==> src/rtl/rom_rd_pkg.sv <==
// Shared types and default sizes for the ROM burst reader.
//   state_t      : burst controller states
//   fifo_entry_t : one output FIFO entry, {last tag, ROM data word}
//   ADDR_W/DATA_W: default ROM address and data widths
package rom_rd_pkg;

    localparam int ADDR_W = 8;
    localparam int DATA_W = 4;

    typedef enum logic [1:0] {
        IDLE  = 2'd0,
        ISSUE = 2'd1,
        DRAIN = 2'd2,
        DONE  = 2'd3
    } state_t;

    typedef struct packed {
        logic              last;
        logic [DATA_W-1:0] data;
    } fifo_entry_t;

endpackage

==> src/rtl/rom_rd_fifo.sv <==
// Synchronous FIFO with occupancy count, first-word-fall-through head.
// Ports:
//   clk, rst   : clock, synchronous active-low reset (empties FIFO, clears storage)
//   wr_en      : push wr_data (ignored when full and not popping)
//   rd_en      : pop head when non-empty
//   rd_data    : current head entry (zero after reset)
//   empty      : no entries held
//   count      : number of entries held, 0..DEPTH
// DEPTH must be a power of two so the pointers wrap naturally.
module rom_rd_fifo #(
    parameter int W     = 5,
    parameter int DEPTH = 4
) (
    input  logic                     clk,
    input  logic                     rst,
    input  logic                     wr_en,
    input  logic [W-1:0]             wr_data,
    input  logic                     rd_en,
    output logic [W-1:0]             rd_data,
    output logic                     empty,
    output logic [$clog2(DEPTH):0]   count
);

    localparam int PTR_W = $clog2(DEPTH);

    logic [W-1:0]     mem_r [DEPTH];
    logic [PTR_W-1:0] wr_ptr_r;
    logic [PTR_W-1:0] rd_ptr_r;
    logic [PTR_W:0]   count_r;
    logic             full_s;
    logic             push_s;
    logic             pop_s;

    // Handshake qualification
    always_comb begin
        full_s = (count_r == (PTR_W+1)'(DEPTH));
        pop_s  = rd_en && (count_r != {(PTR_W+1){1'b0}});
        push_s = wr_en && (!full_s || pop_s);
    end

    // Storage, pointers and occupancy
    always_ff @(posedge clk) begin
        if (!rst) begin
            for (int i = 0; i < DEPTH; i++) begin
                mem_r[i] <= {W{1'b0}};
            end
            wr_ptr_r <= {PTR_W{1'b0}};
            rd_ptr_r <= {PTR_W{1'b0}};
            count_r  <= {(PTR_W+1){1'b0}};
        end else begin
            if (push_s) begin
                mem_r[wr_ptr_r] <= wr_data;
                wr_ptr_r        <= wr_ptr_r + PTR_W'(1);
            end
            if (pop_s) begin
                rd_ptr_r <= rd_ptr_r + PTR_W'(1);
            end
            case ({push_s, pop_s})
                2'b10:   count_r <= count_r + (PTR_W+1)'(1);
                2'b01:   count_r <= count_r - (PTR_W+1)'(1);
                default: count_r <= count_r;
            endcase
        end
    end

    assign rd_data = mem_r[rd_ptr_r];
    assign empty   = (count_r == {(PTR_W+1){1'b0}});
    assign count   = count_r;

    rom_rd_fifo_chk u_chk (
        .clk   (clk),
        .rst   (rst),
        .wr_en (wr_en),
        .rd_en (rd_en),
        .full  (full_s)
    );

endmodule

==> src/rtl/rom_rd_fifo_chk.sv <==
// Checker for rom_rd_fifo: a write into a full FIFO without a simultaneous
// read would lose a word, which the credit scheme upstream must prevent.
// Ports: clk, rst (sync, active-low), wr_en, rd_en, full.
module rom_rd_fifo_chk (
    input logic clk,
    input logic rst,
    input logic wr_en,
    input logic rd_en,
    input logic full
);

    // Overflow guard
    a_no_overflow: assert property (@(posedge clk) disable iff (!rst)
        !(wr_en && full && !rd_en));

endmodule

==> src/rtl/rom_burst_reader.sv <==
// Burst reader in front of a registered-read lookup ROM. A start request
// issues len sequential addresses from base_addr (wrapping at the top of the
// address space); returned words are captured into an output FIFO and
// presented as a valid/ready stream with a last-word flag. Addresses are only
// issued while FIFO occupancy plus words in flight leaves room, so the ROM is
// never stalled and no returned word is dropped.
// Ports:
//   clk, rst          : clock, synchronous active-low reset
//   start             : burst request, sampled only in IDLE
//   base_addr, len    : first address and word count (len 0 = empty burst)
//   busy, done        : burst in progress / one-cycle completion pulse
//   rom_addr          : address to the ROM (holds last issued value)
//   rom_data          : ROM registered read data
//   m_data/m_valid/m_ready/m_last : output stream
//   word_cnt          : saturating handshake count since reset
//                       (present only with ROM_RD_WORD_CNT_EN defined)
module rom_burst_reader #(
    parameter int ADDR_W     = rom_rd_pkg::ADDR_W,
    parameter int DATA_W     = rom_rd_pkg::DATA_W,
    parameter int RD_LAT     = 1,
    parameter int FIFO_DEPTH = 4
) (
    input  logic              clk,
    input  logic              rst,
    input  logic              start,
    input  logic [ADDR_W-1:0] base_addr,
    input  logic [ADDR_W-1:0] len,
    output logic              busy,
    output logic              done,
    output logic [ADDR_W-1:0] rom_addr,
    input  logic [DATA_W-1:0] rom_data,
    output logic [DATA_W-1:0] m_data,
    output logic              m_valid,
    input  logic              m_ready,
`ifdef ROM_RD_WORD_CNT_EN
    output logic              m_last,
    output logic [15:0]       word_cnt
`else
    output logic              m_last
`endif
);

    import rom_rd_pkg::*;

    localparam int CNT_W = $clog2(FIFO_DEPTH) + 1;

    state_t            state_r;
    state_t            state_nx_s;
    logic [ADDR_W-1:0] addr_q_r;
    logic [ADDR_W-1:0] remain_r;
    logic [ADDR_W-1:0] rom_addr_hold_r;
    logic [RD_LAT-1:0] pipe_vld_r;
    logic [RD_LAT-1:0] pipe_last_r;
    logic              busy_r;
    logic              done_r;
    logic              issue_s;
    logic              credit_ok_s;
    logic [CNT_W-1:0]  inflight_s;
    logic [CNT_W:0]    used_s;
    logic [CNT_W-1:0]  fifo_count_s;
    logic              fifo_empty_s;
    fifo_entry_t       wr_entry_s;
    fifo_entry_t       rd_entry_s;

    // Words in flight and credit check against FIFO capacity
    always_comb begin
        inflight_s = {CNT_W{1'b0}};
        for (int i = 0; i < RD_LAT; i++) begin
            inflight_s = inflight_s + {{(CNT_W-1){1'b0}}, pipe_vld_r[i]};
        end
        used_s      = {1'b0, fifo_count_s} + {1'b0, inflight_s};
        credit_ok_s = (used_s < (CNT_W+1)'(FIFO_DEPTH));
    end

    // Next-state and issue decision
    always_comb begin
        state_nx_s = state_r;
        issue_s    = 1'b0;
        case (state_r)
            IDLE: begin
                if (start) begin
                    if (len == {ADDR_W{1'b0}}) begin
                        state_nx_s = DONE;
                    end else begin
                        state_nx_s = ISSUE;
                    end
                end else begin
                    state_nx_s = IDLE;
                end
            end
            ISSUE: begin
                if (credit_ok_s) begin
                    issue_s = 1'b1;
                    if (remain_r == ADDR_W'(1)) begin
                        state_nx_s = DRAIN;
                    end else begin
                        state_nx_s = ISSUE;
                    end
                end else begin
                    state_nx_s = ISSUE;
                end
            end
            DRAIN: begin
                if ((inflight_s == {CNT_W{1'b0}}) && fifo_empty_s) begin
                    state_nx_s = DONE;
                end else begin
                    state_nx_s = DRAIN;
                end
            end
            DONE:    state_nx_s = IDLE;
            default: state_nx_s = IDLE;
        endcase
    end

    // FSM state, burst address/remaining counters, status flags
    always_ff @(posedge clk) begin
        if (!rst) begin
            state_r         <= IDLE;
            addr_q_r        <= {ADDR_W{1'b0}};
            remain_r        <= {ADDR_W{1'b0}};
            rom_addr_hold_r <= {ADDR_W{1'b0}};
            busy_r          <= 1'b0;
            done_r          <= 1'b0;
        end else begin
            state_r <= state_nx_s;
            busy_r  <= (state_nx_s != IDLE);
            done_r  <= (state_nx_s == DONE);
            if ((state_r == IDLE) && start && (len != {ADDR_W{1'b0}})) begin
                addr_q_r <= base_addr;
                remain_r <= len;
            end else if (issue_s) begin
                addr_q_r        <= addr_q_r + ADDR_W'(1);
                remain_r        <= remain_r - ADDR_W'(1);
                rom_addr_hold_r <= addr_q_r;
            end else begin
                addr_q_r <= addr_q_r;
                remain_r <= remain_r;
            end
        end
    end

    // In-flight pipe: one stage per cycle of ROM read latency
    always_ff @(posedge clk) begin
        if (!rst) begin
            pipe_vld_r  <= {RD_LAT{1'b0}};
            pipe_last_r <= {RD_LAT{1'b0}};
        end else begin
            pipe_vld_r[0]  <= issue_s;
            pipe_last_r[0] <= issue_s && (remain_r == ADDR_W'(1));
            for (int i = 1; i < RD_LAT; i++) begin
                pipe_vld_r[i]  <= pipe_vld_r[i-1];
                pipe_last_r[i] <= pipe_last_r[i-1];
            end
        end
    end

    // ROM address: the live counter during an issue cycle so the ROM samples
    // it at the same edge the word enters the pipe; otherwise the last issued
    // address is held.
    always_comb begin
        if (issue_s) begin
            rom_addr = addr_q_r;
        end else begin
            rom_addr = rom_addr_hold_r;
        end
    end

    // FIFO write entry from the pipe output stage
    always_comb begin
        wr_entry_s.last = pipe_last_r[RD_LAT-1];
        wr_entry_s.data = rom_data;
    end

    rom_rd_fifo #(
        .W     ($bits(fifo_entry_t)),
        .DEPTH (FIFO_DEPTH)
    ) u_fifo (
        .clk     (clk),
        .rst     (rst),
        .wr_en   (pipe_vld_r[RD_LAT-1]),
        .wr_data (wr_entry_s),
        .rd_en   (m_ready),
        .rd_data (rd_entry_s),
        .empty   (fifo_empty_s),
        .count   (fifo_count_s)
    );

    assign m_valid = !fifo_empty_s;
    assign m_data  = rd_entry_s.data;
    assign m_last  = rd_entry_s.last;
    assign busy    = busy_r;
    assign done    = done_r;

`ifdef ROM_RD_WORD_CNT_EN
    logic [15:0] word_cnt_r;

    // Saturating stream handshake counter, never cleared between bursts
    always_ff @(posedge clk) begin
        if (!rst) begin
            word_cnt_r <= 16'd0;
        end else if (m_valid && m_ready && (word_cnt_r != 16'hFFFF)) begin
            word_cnt_r <= word_cnt_r + 16'd1;
        end else begin
            word_cnt_r <= word_cnt_r;
        end
    end

    assign word_cnt = word_cnt_r;
`endif

endmodule

==> config.mk <==
export PLATFORM = sky130hd
export DESIGN_NAME = rom_burst_reader
export DESIGN_NICKNAME = d
export VERILOG_FILES = /design/src/rtl/rom_rd_pkg.sv /design/src/rtl/rom_rd_fifo.sv /design/src/rtl/rom_rd_fifo_chk.sv /design/src/rtl/rom_burst_reader.sv
export SDC_FILE = /design/constraint.sdc
export NUM_CORES = 1
export LEC_CHECK = 0
export ABC_AREA = 0
export ABC_CLOCK_PERIOD_IN_PS = 5700
export CORE_UTILIZATION = 55
export DETAILED_ROUTE_END_ITERATION = 6
export HOLD_SLACK_MARGIN = 0.08
export PLACE_DENSITY = 0.82
export SYNTH_ARGS = -nofsm -noshare
export SYNTH_HDL_FRONTEND = slang
export SYNTH_SLANG_ARGS = --single-unit
export TNS_END_PERCENT = 5
==> constraint.sdc <==
create_clock -name clk -period 5.7 [get_ports clk]
set_clock_uncertainty 0.15 [all_clocks]
set_input_delay 1.14 -clock clk [delete_from_list [all_inputs] [get_ports clk]]
set_output_delay 1.14 -clock clk [all_outputs]
set_load 0.01 [all_outputs]
### Yosys cells after proc, flatten, opt, wreduce, memory -nomap -nowiden

Memories as Yosys holds them, arrays and structs flattened. A register that Yosys moved wholly into a read port is not among the register bits.
Index checks and enable logic that the tools add are counted.

* register bits after elaboration: 37
* bits in latches: 0
* RAM bits: 20
* ROM bits: 0
* output and inout bits: 16
* memories: 1

Memory list
* u_fifo.mem_r: words 4, bits a word 5, read ports 1, clocked after memory_dff 1, write ports 4, line rom_rd_fifo.sv:26 `logic [W-1:0] mem_r [DEPTH];`

* add/sub/neg operators: 7
* multipliers: 0
* div/mod/pow operators: 0
* magnitude comparators: 1
* eq/ne operators: 8
* shift operators: 0
* mux-type cells: 23
* bitwise gates (word level): 0
* reductions and logical operators: 19

Operator list (count)
* 2-to-1 mux 8 bit: 5
* 2-to-1 mux 2 bit: 7
* adder 8 x 1 -> 8 bit, second input constant: 1
* equality test 2 bit, second input constant: 4
* equality test 8 x 1 -> 1 bit, second input constant: 1
* zero test 8 bit: 1
* 2-to-1 mux 1 bit: 8
* case mux 2 bit (4 select lines): 1
* nonzero test 8 bit: 1
* subtractor 8 x 1 -> 8 bit, second input constant: 1
* logical AND 1 bit: 6
* zero test 3 bit: 2
* case mux 3 bit (2 select lines): 1
* nonzero test 2 bit: 3
* 2-to-1 mux 5 bit: 1
* OR reduction 5 bit: 1
* adder 2 x 1 -> 2 bit, second input constant: 2
* adder 3 x 1 -> 4 bit: 1
* equality test 2 x 1 -> 1 bit, second input constant: 2
* less-than comparator 4 x 3 -> 1 bit, second input constant: 1
* adder 3 x 1 -> 3 bit, second input constant: 1
* equality test 3 bit, second input constant: 1
* nonzero test 3 bit: 1
* subtractor 3 x 1 -> 3 bit, second input constant: 1
* 3 further kinds: 4

### Depth between registers and ports, before layout

Gate-level depths: netlist of the first run.

* word-level depth: 9
* mapped depth: 9
* mapped depth without buffers: 8

### Cells and area by module

From an unflattened synthesis of the first run, not the netlist that was laid out.

* cells, all modules: 264
* area total of the unflattened synthesis: 2813.9 um2

Modules (own cells, without submodules)
* rom_burst_reader: times used 1, cells each 165, area an instance 1506.4 um2, seq. area each 600.6 um2
* rom_rd_fifo: times used 1, cells each 99, area an instance 1307.5 um2, seq. area each 780.7 um2

### Worst setup path after synthesis of the first run

OpenSTA, ideal clock, no wires.

* path type: input to register
* from: in m_ready
* to: reg u_fifo.count_r[2], in the netlist u_fifo.count[2]
* data arrival time: 2801 ps
* path slack: 2617 ps
* stages: 7
* buffers on the path: 1
* path through: clkbuf_1 -> nand2_1 -> or2_2 -> fa_1 -> or3b_2 -> a31oi_1 -> a21oi_1

* cells in the longest elaborated chain, start to end: 5
* elaborated cells on any way between the ends: 7
* those cells by class: eq/ne: 2; mux: 1; reduce/logical: 4

RTL lines
* start: declaration: line rom_burst_reader.sv:34 `input logic m_ready,`
* logical AND 1 bit (*): line rom_rd_fifo.sv:37 `pop_s = rd_en && (count_r != {(PTR_W+1){1'b0}});`
* logical OR 1 bit: line rom_rd_fifo.sv:38 `push_s = wr_en && (!full_s || pop_s);`
* logical AND 1 bit: line rom_rd_fifo.sv:38
* equality test 2 x 1 -> 1 bit / equality test 2 bit (equally long branches): line rom_rd_fifo.sv:58 `case ({push_s, pop_s})`
* case mux 3 bit (2 select lines) / nonzero test 2 bit (equally long branches)
* end signal: assignment: line rom_rd_fifo.sv:59 `2'b10: count_r <= count_r + (PTR_W+1)'(1);`
* end signal: assignment: line rom_rd_fifo.sv:60 `2'b01: count_r <= count_r - (PTR_W+1)'(1);`
* end signal: assignment: line rom_rd_fifo.sv:61 `default: count_r <= count_r;`
* end: declaration: line rom_rd_fifo.sv:29 `logic [PTR_W:0] count_r;`

Mark *: on every way between the ends. The rest lies on a longest branch, timed or not.
A chain may end at the register's enable or synchronous reset.

### Final worst setup path of the first run

* from: reg pipe_vld_r
* to: out rom_addr[6]

* cells in the longest elaborated chain, start to end: 5

RTL lines
* start: declaration: line rom_burst_reader.sv:52 `logic [RD_LAT-1:0] pipe_vld_r;`
* start signal: assignment: line rom_burst_reader.sv:145 `pipe_vld_r <= {RD_LAT{1'b0}};`
* start signal: indexed assignment: line rom_burst_reader.sv:151 `pipe_vld_r[i] <= pipe_vld_r[i-1];`
* adder 3 x 1 -> 4 bit: line rom_burst_reader.sv:71 `used_s = {1'b0, fifo_count_s} + {1'b0, inflight_s};`
* less-than comparator 4 x 3 -> 1 bit: line rom_burst_reader.sv:72 `credit_ok_s = (used_s < (CNT_W+1)'(FIFO_DEPTH));`
* 2-to-1 mux 1 bit: line rom_burst_reader.sv:92 `if (credit_ok_s) begin`
* 2-to-1 mux 1 bit: line rom_burst_reader.sv:79 `case (state_r)`
* 2-to-1 mux 8 bit: line rom_burst_reader.sv:161 `if (issue_s) begin`
* end: declaration: line rom_burst_reader.sv:30 `output logic [ADDR_W-1:0] rom_addr,`

No other way between the ends.

==> out/results.tsv, run 1 <==
stage	metric	value	unit
global_route	combined global-route utilization of all metal layers	21.03	%
run_status	outcome	finished clean	
sta	Setup violations, final	0	
sta	hold slack	0.3515	ns
power	internal power	882.1	µW
clock_network	TritonCTS clock tree	done	
layout	share of post-route cells with drive strength above 1	12.89	%
clock_network	Post-CTS Setup Inserts	0	
setup_path	delay-heaviest family, CP	buffers and inverters	
clock_network	insertion delay of the later-clocked pin in the worst-skew pair	0.33	ns
synth	cells after synthesis	278	
layout	Filler Cell Count	403	
clock_network	CTS Root Cell	clkbuf_8	
power	share of power burned in combinational logic	19.2	%
drt	antenna-violating nets left	0	
global_route	leftover overflow at the end of global routing	0	
synth	Synthesized Nets	306	
sta	final critical-path share of the clock period	64.92	%
power	Psw	326.1	µW
layout	post-layout utilization of the core	68.82	%
setup_path	slowest cell delay on critical path	0.49	ns
synth	number of synthesized register bits	59	
floorplan	Initial Util	57.38	%
setup_path	crit path launch type	flop	
layout	count of antenna diodes in the layout	0	
synth	post-synthesis sequential area ratio	46.84	%
drt	vias	2178	
synth	top cells by area, synth	dfxtp_1, edfxtp_1, and2_1, mux4_2, nand3_1	
clock_network	clock slew at the register clock pins of the worst setup and hold paths	0.07	ns
drt	Remaining DRCs	0	
power	worst-case vdd ir drop	0.0002291	V
synth	commonest cells in the synthesized netlist	dfxtp_1, and2_1, edfxtp_1, nor2_1, nand3_1	
run	maxcap violations	0	
clock_network	H-tree depth reported by CTS	3	
power	overall power after layout	1.208	mW
setup_path	highest fanout seen on the critical path	22	
synth	fraction of registers with async set or reset after synthesis	0	%
drt	routed vias/inst	5.613	
power	Power per Cell Area	341.6	mW/mm²
power	share of total power in sequential cells	43.0	%
layout	final design area excluding fillers	0.003537	mm²
sta	Slew @ Worst Pin	0.7809	ns
clock_network	clock sink count	59	
synth	Avg Inst Size Synth	10.61	µm²
placement	# port buffers	39	
setup_path	cell at the slowest stage of the critical path	clkdlybuf4s50_1	
setup_path	ordered cell list for the critical path	a31oi_2, and2_4, mux2_2, clkdlybuf4s50_1	
global_route	initial antenna violation count	0	
hold_path	kind of path behind the tightest hold check	flop to flop	
floorplan	overall die height	75.23	µm
synth	number of warnings reported in the yosys synthesis log	0	
global_route	vias in the first global route	1946	
sta	Setup Total Neg Slack	0	ns
clock_network	post-cts repair resize count	0	
synth	ys flop type	dfxtp_1	
power	switching part of the total power	26.99	%
synth	fraction of post-synthesis cell area in the top cell type by area	26.47	%
floorplan	horizontal die dimension	75.23	µm
sta	worst slew margin relative to its limit	47.39	%
global_route	global-route wire length before repair	8797	µm
global_route	pin count of the biggest net entering global routing	34	
setup_path	Crit. End Element	output port	
setup_path	Buffers & Inverters on Critical Path	1	
drt	initial DRC count	128	
drt	Post-Route WL	5444	µm
setup_path	arrival time reported for the critical path endpoint	2.41	ns
sta	FMAX	270.2	MHz
floorplan	Total Die Area	0.005659	mm²
sta	clock period minus final worst setup slack	3.701	ns
synth	number of enable flip-flop cells after synthesis	20	
synth	library cell with the highest instance count after synthesis	dfxtp_1	
floorplan	area inside the core boundary	0.005140	mm²
setup_path	Crit path required time	4.41	ns
clock_network	clock buffer depth	2	
synth	count of distinct cell types in the synthesized netlist	61	
floorplan	Top Ports	40	
power	clock share of power	37.9	%
floorplan	number of rows in the core area	26	
clock_network	number of hold buffers added after cts	0	
sta	unrepaired setup endpoints after global routing	false	
sta	Max Transition Viols Final	0	
layout	layout overhead on the synthesized area	19.94	%
layout	Final Net Count	341	
synth	Netlist Area Pre-Place	0.002949	mm²
placement	instance area at placement	0.003297	mm²
power	static power due to leakage	1.279	nW
sta	number of endpoints with negative hold slack in the final report	0	
placement	post-detail-place hpwl	3835	µm
drt	number of optimization iterations in the first detailed-route pass	4	
setup_path	start-to-end type of the worst setup path	flop to output port	
clock_network	total clock buffers created by CTS	9	
drt	Avg WL per Cell	14.03	µm
placement	global placement routability congestion	0.7589	
synth	cell taking the most area after synthesis	dfxtp_1	
## logic make-up (layout without fill, tap and decap cells)
logic type | Yosys count | count (layout) | synth area share [%]
DFF | 59 | 59 | 46.84
xor gates and xnor gates | 10 | 10 | 2.970
and+or+nand+nor | 121 | 121 | 23.46
AOI/OAI and AO/OA | 48 | 48 | 11.97
buffers and inverters | 23 | 63 | 5.558
muxes | 13 | 13 | 7.255
adders and majority gates | 4 | 4 | 1.952
## metrics by stage
stage	worst slack, ns	std cells
2_1_floorplan	2.617	278
3_3_place_gp	2.163	372
3_5_place_dp	2.068	372
4_1_cts	1.978	388
5_1_grt	1.866	388
6_report	1.999	388
## cells in the final DEF (no fill, tap or decap), drive strengths merged, types with 4 or more instances in the layout
cell	n
inv	7
dfxtp	39
clkdlybuf4s50	39
o21ai	11
o311ai	4
a31oi	4
mux4	5
nand3	16
clkbuf	9
nor3	10
and2	31
nand2	13
edfxtp	20
a21oi	8
xor2	7
mux2	8
nand4	7
nor2	18
## per-layer routing
metal  GRT usage (%)  up-vias  routed length (µm)
met4           10.70        0                  76
met2           33.53       52                2638
met5               0        -                   0
met3           4.552        6                 223
li1                -     1090                   -
met1           27.08     1030                2505
## power by group through the flow
stage               Clock, mW  Combinational (mW)  Sequential, mW
floorplan                   0               0.190           0.510
global placement            0               0.226           0.526
detailed placement          0               0.231           0.528
CTS                     0.464               0.232           0.519
global route            0.484               0.256           0.526
finish                  0.457               0.231           0.519
## registers in the layout (all words and copies together) (netlist names), named ones only
name / cells
u_fifo.rd_ptr_r: 2
busy: 1
rom_addr_hold_r: 8
u_fifo.mem_r: 20
state_r: 2
u_fifo.wr_ptr_r: 2
remain_r: 8
u_fifo.count: 3
pipe_vld_r: 1
done: 1
addr_q_r: 8
pipe_last_r: 1
## path summary, 6_finish.rpt
path | start | endpoint | slack [ns] | cells past startpoint
setup reg to reg | u_fifo.count[0]$_SDFFE_PN0P_ | u_fifo.count[2]$_SDFFE_PN0P_ | 3.12 | 7
hold / removal | remain_r[7]$_SDFFE_PN0P_ | remain_r[7]$_SDFFE_PN0P_ | 0.35 | 2
hold reg to reg | remain_r[7]$_SDFFE_PN0P_ | remain_r[7]$_SDFFE_PN0P_ | 0.35 | 2
setup / recovery | pipe_vld_r$_SDFF_PN0_ | rom_addr[6] | 2.00 | 4
## final cells by class
class	instances	area, µm²	share of cell area (%)
clock inverters	7	116.4	3.290
clock buffers	9	123.9	3.502
repair buffers	40	397.9	11.25
multi-input cells	196	1404	39.69
well taps	70	87.58	2.476
inverters	7	26.28	0.7428
flip-flops and latches	59	1381	39.05
## tightest hold or removal path, cell delays in order (launching register included)
cell      delay, ns
dfxtp_1        0.31
o311ai_0       0.08
a21oi_1        0.07
Power figures use the tool's default switching activity.
==> run 2, diff against run 1 <==
--- a/config.mk
+++ b/config.mk
@@ -6,7 +6,7 @@
 export NUM_CORES = 1
 export LEC_CHECK = 0
 export ABC_AREA = 0
-export ABC_CLOCK_PERIOD_IN_PS = 5700
+export ABC_CLOCK_PERIOD_IN_PS = 3800
 export CORE_UTILIZATION = 55
 export DETAILED_ROUTE_END_ITERATION = 6
 export HOLD_SLACK_MARGIN = 0.08
==> constraint.sdc (replaced) <==
create_clock -name clk -period 3.8 [get_ports clk]
set_clock_uncertainty 0.15 [all_clocks]
set_input_delay 0.76 -clock clk [delete_from_list [all_inputs] [get_ports clk]]
set_output_delay 0.76 -clock clk [all_outputs]
set_load 0.01 [all_outputs]
==> run 2 against run 1 <==
Effect of this change: count of clock-buffer cells in the layout unchanged; sequential power rose by 50%; cell area shrank 1.1%; critical path depth is the same; final cell count grew 0.26%; worst hold slack better by 0.021 ns; via count is 0.83% lower; first-iteration DRC count grew 27%; critical path type unchanged; largest cell class unchanged; largest power group unchanged.
==> out/results.tsv, run 2 (synthesis results as in run 1) <==
stage	metric	value	unit	change
run_status	outcome	finished clean		
run	maxcap violations	0		unchanged
hold_path	kind of path behind the tightest hold check	flop to flop		
sta	Max Transition Viols Final	0		unchanged
setup_path	Crit. End Element	output port		
drt	Avg WL per Cell	14.40	µm	+2.7%
drt	routed vias/inst	5.553		-1.1%
power	static power due to leakage	1.260	nW	-1.5%
drt	vias	2160		-0.83%
floorplan	Top Ports	40		unchanged
layout	top library cells by usage in the layout, fill and taps aside	dfxtp_1, clkdlybuf4s50_1, and2_1		
clock_network	H-tree depth reported by CTS	3		unchanged
floorplan	Total Die Area	0.005659	mm²	unchanged
global_route	vias in the first global route	1942		-0.21%
clock_network	clock sink count	59		unchanged
setup_path	highest fanout seen on the critical path	22		unchanged
sta	clock period minus final worst setup slack	3.334	ns	
setup_path	arrival time reported for the critical path endpoint	2.42	ns	about the same
drt	Post-Route WL	5603	µm	+2.9%
clock_network	clock slew at the register clock pins of the worst setup and hold paths	0.07	ns	about the same
clock_network	CTS Root Cell	clkbuf_8		
sta	final critical-path share of the clock period	87.74	%	
power	Power per Cell Area	481.6	mW/mm²	+41%
global_route	combined global-route utilization of all metal layers	22.10	%	+1.1 points
placement	post-detail-place hpwl	3918	µm	+2.2%
layout	layout overhead on the synthesized area	18.58	%	
layout	Final Net Count	342		+0.29%
setup_path	crit path launch type	flop		
sta	worst slew margin relative to its limit	49.83	%	+2.4 points
clock_network	total clock buffers created by CTS	9		unchanged
floorplan	Initial Util	57.38	%	unchanged
sta	Slew @ Worst Pin	0.7447	ns	-0.03617 ns
setup_path	cell at the slowest stage of the critical path	clkdlybuf4s50_1		
drt	number of optimization iterations in the first detailed-route pass	4		unchanged
sta	FMAX	299.9	MHz	
layout	flip-flop count of the largest register after layout	20		unchanged
power	worst-case vdd ir drop	0.0003376	V	+47%
layout	final design area excluding fillers	0.003497	mm²	-1.1%
sta	number of endpoints with negative hold slack in the final report	0		unchanged
placement	instance area at placement	0.003304	mm²	+0.23%
placement	global placement routability congestion	0.8062		+6.2%
floorplan	number of rows in the core area	26		unchanged
sta	unrepaired setup endpoints after global routing	false		
layout	count of antenna diodes in the layout	0		unchanged
clock_network	TritonCTS clock tree	done		
setup_path	Crit path required time	2.89	ns	-1.52 ns
drt	antenna-violating nets left	0		unchanged
global_route	leftover overflow at the end of global routing	0		unchanged
placement	# port buffers	39		unchanged
clock_network	number of hold buffers added after cts	0		unchanged
floorplan	overall die height	75.23	µm	unchanged
floorplan	horizontal die dimension	75.23	µm	unchanged
global_route	initial antenna violation count	0		unchanged
setup_path	start-to-end type of the worst setup path	flop to output port		
layout	share of post-route cells with drive strength above 1	13.17	%	+0.27 points
clock_network	insertion delay of the later-clocked pin in the worst-skew pair	0.33	ns	about the same
global_route	global-route wire length before repair	9121	µm	+3.7%
layout	Filler Cell Count	428		+6.2%
setup_path	slack of the worst reg-to-reg path	1.29	ns	-1.83 ns
clock_network	post-cts repair resize count	0		unchanged
floorplan	area inside the core boundary	0.005140	mm²	unchanged
setup_path	slowest cell delay on critical path	0.49	ns	about the same
drt	Remaining DRCs	0		unchanged
clock_network	clock buffer depth	2		unchanged
layout	Reg with most FFs	u_fifo.mem_r		
setup_path	ordered cell list for the critical path	a31oi_2, and2_4, mux2_2, clkdlybuf4s50_1		
global_route	pin count of the biggest net entering global routing	33		-2.9%
clock_network	Post-CTS Setup Inserts	0		unchanged
sta	Setup Total Neg Slack	0	ns	unchanged
drt	initial DRC count	163		+27%
sta	Setup violations, final	0		unchanged
run 2: through the flow:
| step | hold slack, ns | power, mW | setup WS [ns] | instances | util, % |
|---|---|---|---|---|---|
| after global placement | 0.3370 | 1.128 | 0.6748 | 373 | 64.29 |
| after global routing | 0.4050 | 1.771 | 0.3335 | 389 | 68.04 |
| final | 0.3727 | 1.684 | 0.4660 | 389 | 68.04 |
| after CTS | 0.3681 | 1.694 | 0.4556 | 389 | 68.04 |
| after floorplan | 0.3167 | 1.050 | 1.097 | 278 | - |
| after detailed placement | 0.3528 | 1.141 | 0.6031 | 373 | 64.29 |
run 2: path summary, 6_finish.rpt:
| path | to | startpoint | cells after the start |
|---|---|---|---|
| hold reg to reg | remain_r[0]$_SDFFE_PN0P_ | remain_r[0]$_SDFFE_PN0P_ | 2 |
| setup / recovery | rom_addr[7] | pipe_vld_r$_SDFF_PN0_ | 4 |
| hold / removal | remain_r[0]$_SDFFE_PN0P_ | remain_r[0]$_SDFFE_PN0P_ | 2 |
| setup reg to reg | u_fifo.count[2]$_SDFFE_PN0P_ | u_fifo.count[1]$_SDFFE_PN0P_ | 7 |
run 2: per-layer routing:
layer  track usage, %  wire length [µm]  part of all wire [%]
met3            6.024               231                   4.1
met2            36.04              2727                    49
met1            28.86              2576                    46
met5                0                 0                     0
met4            6.790                68                   1.2
run 2: where the power goes:
part | internal [mW] | switching (mW) | leakage [nW]
Sequential | 0.715 | 0.0644 | 0.526
Clock | 0.300 | 0.255 | 0.0950
Combinational | 0.175 | 0.174 | 0.639
run 2: cell type report:
type                            instances  area, µm²  area share [%]
Multi-Input combinational cell        196       1404           40.14
Timing Repair Buffer                   41      405.4           11.59
Sequential cell                        59       1381           39.50
Inverter                                7      26.28          0.7513
Clock buffer                            9      123.9           3.542
Tap cell                               70      87.58           2.504
Clock inverter                          7      68.82           1.968
run 2: critical path, delay by kind of cell, from the launching register on:
kind                   cells  cell delay, ns
and+or+nand+nor            1            0.40
buffers and inverters      1            0.49
DFF                        1            0.44
muxes                      1            0.39
AOI/OAI and AO/OA          1            0.38
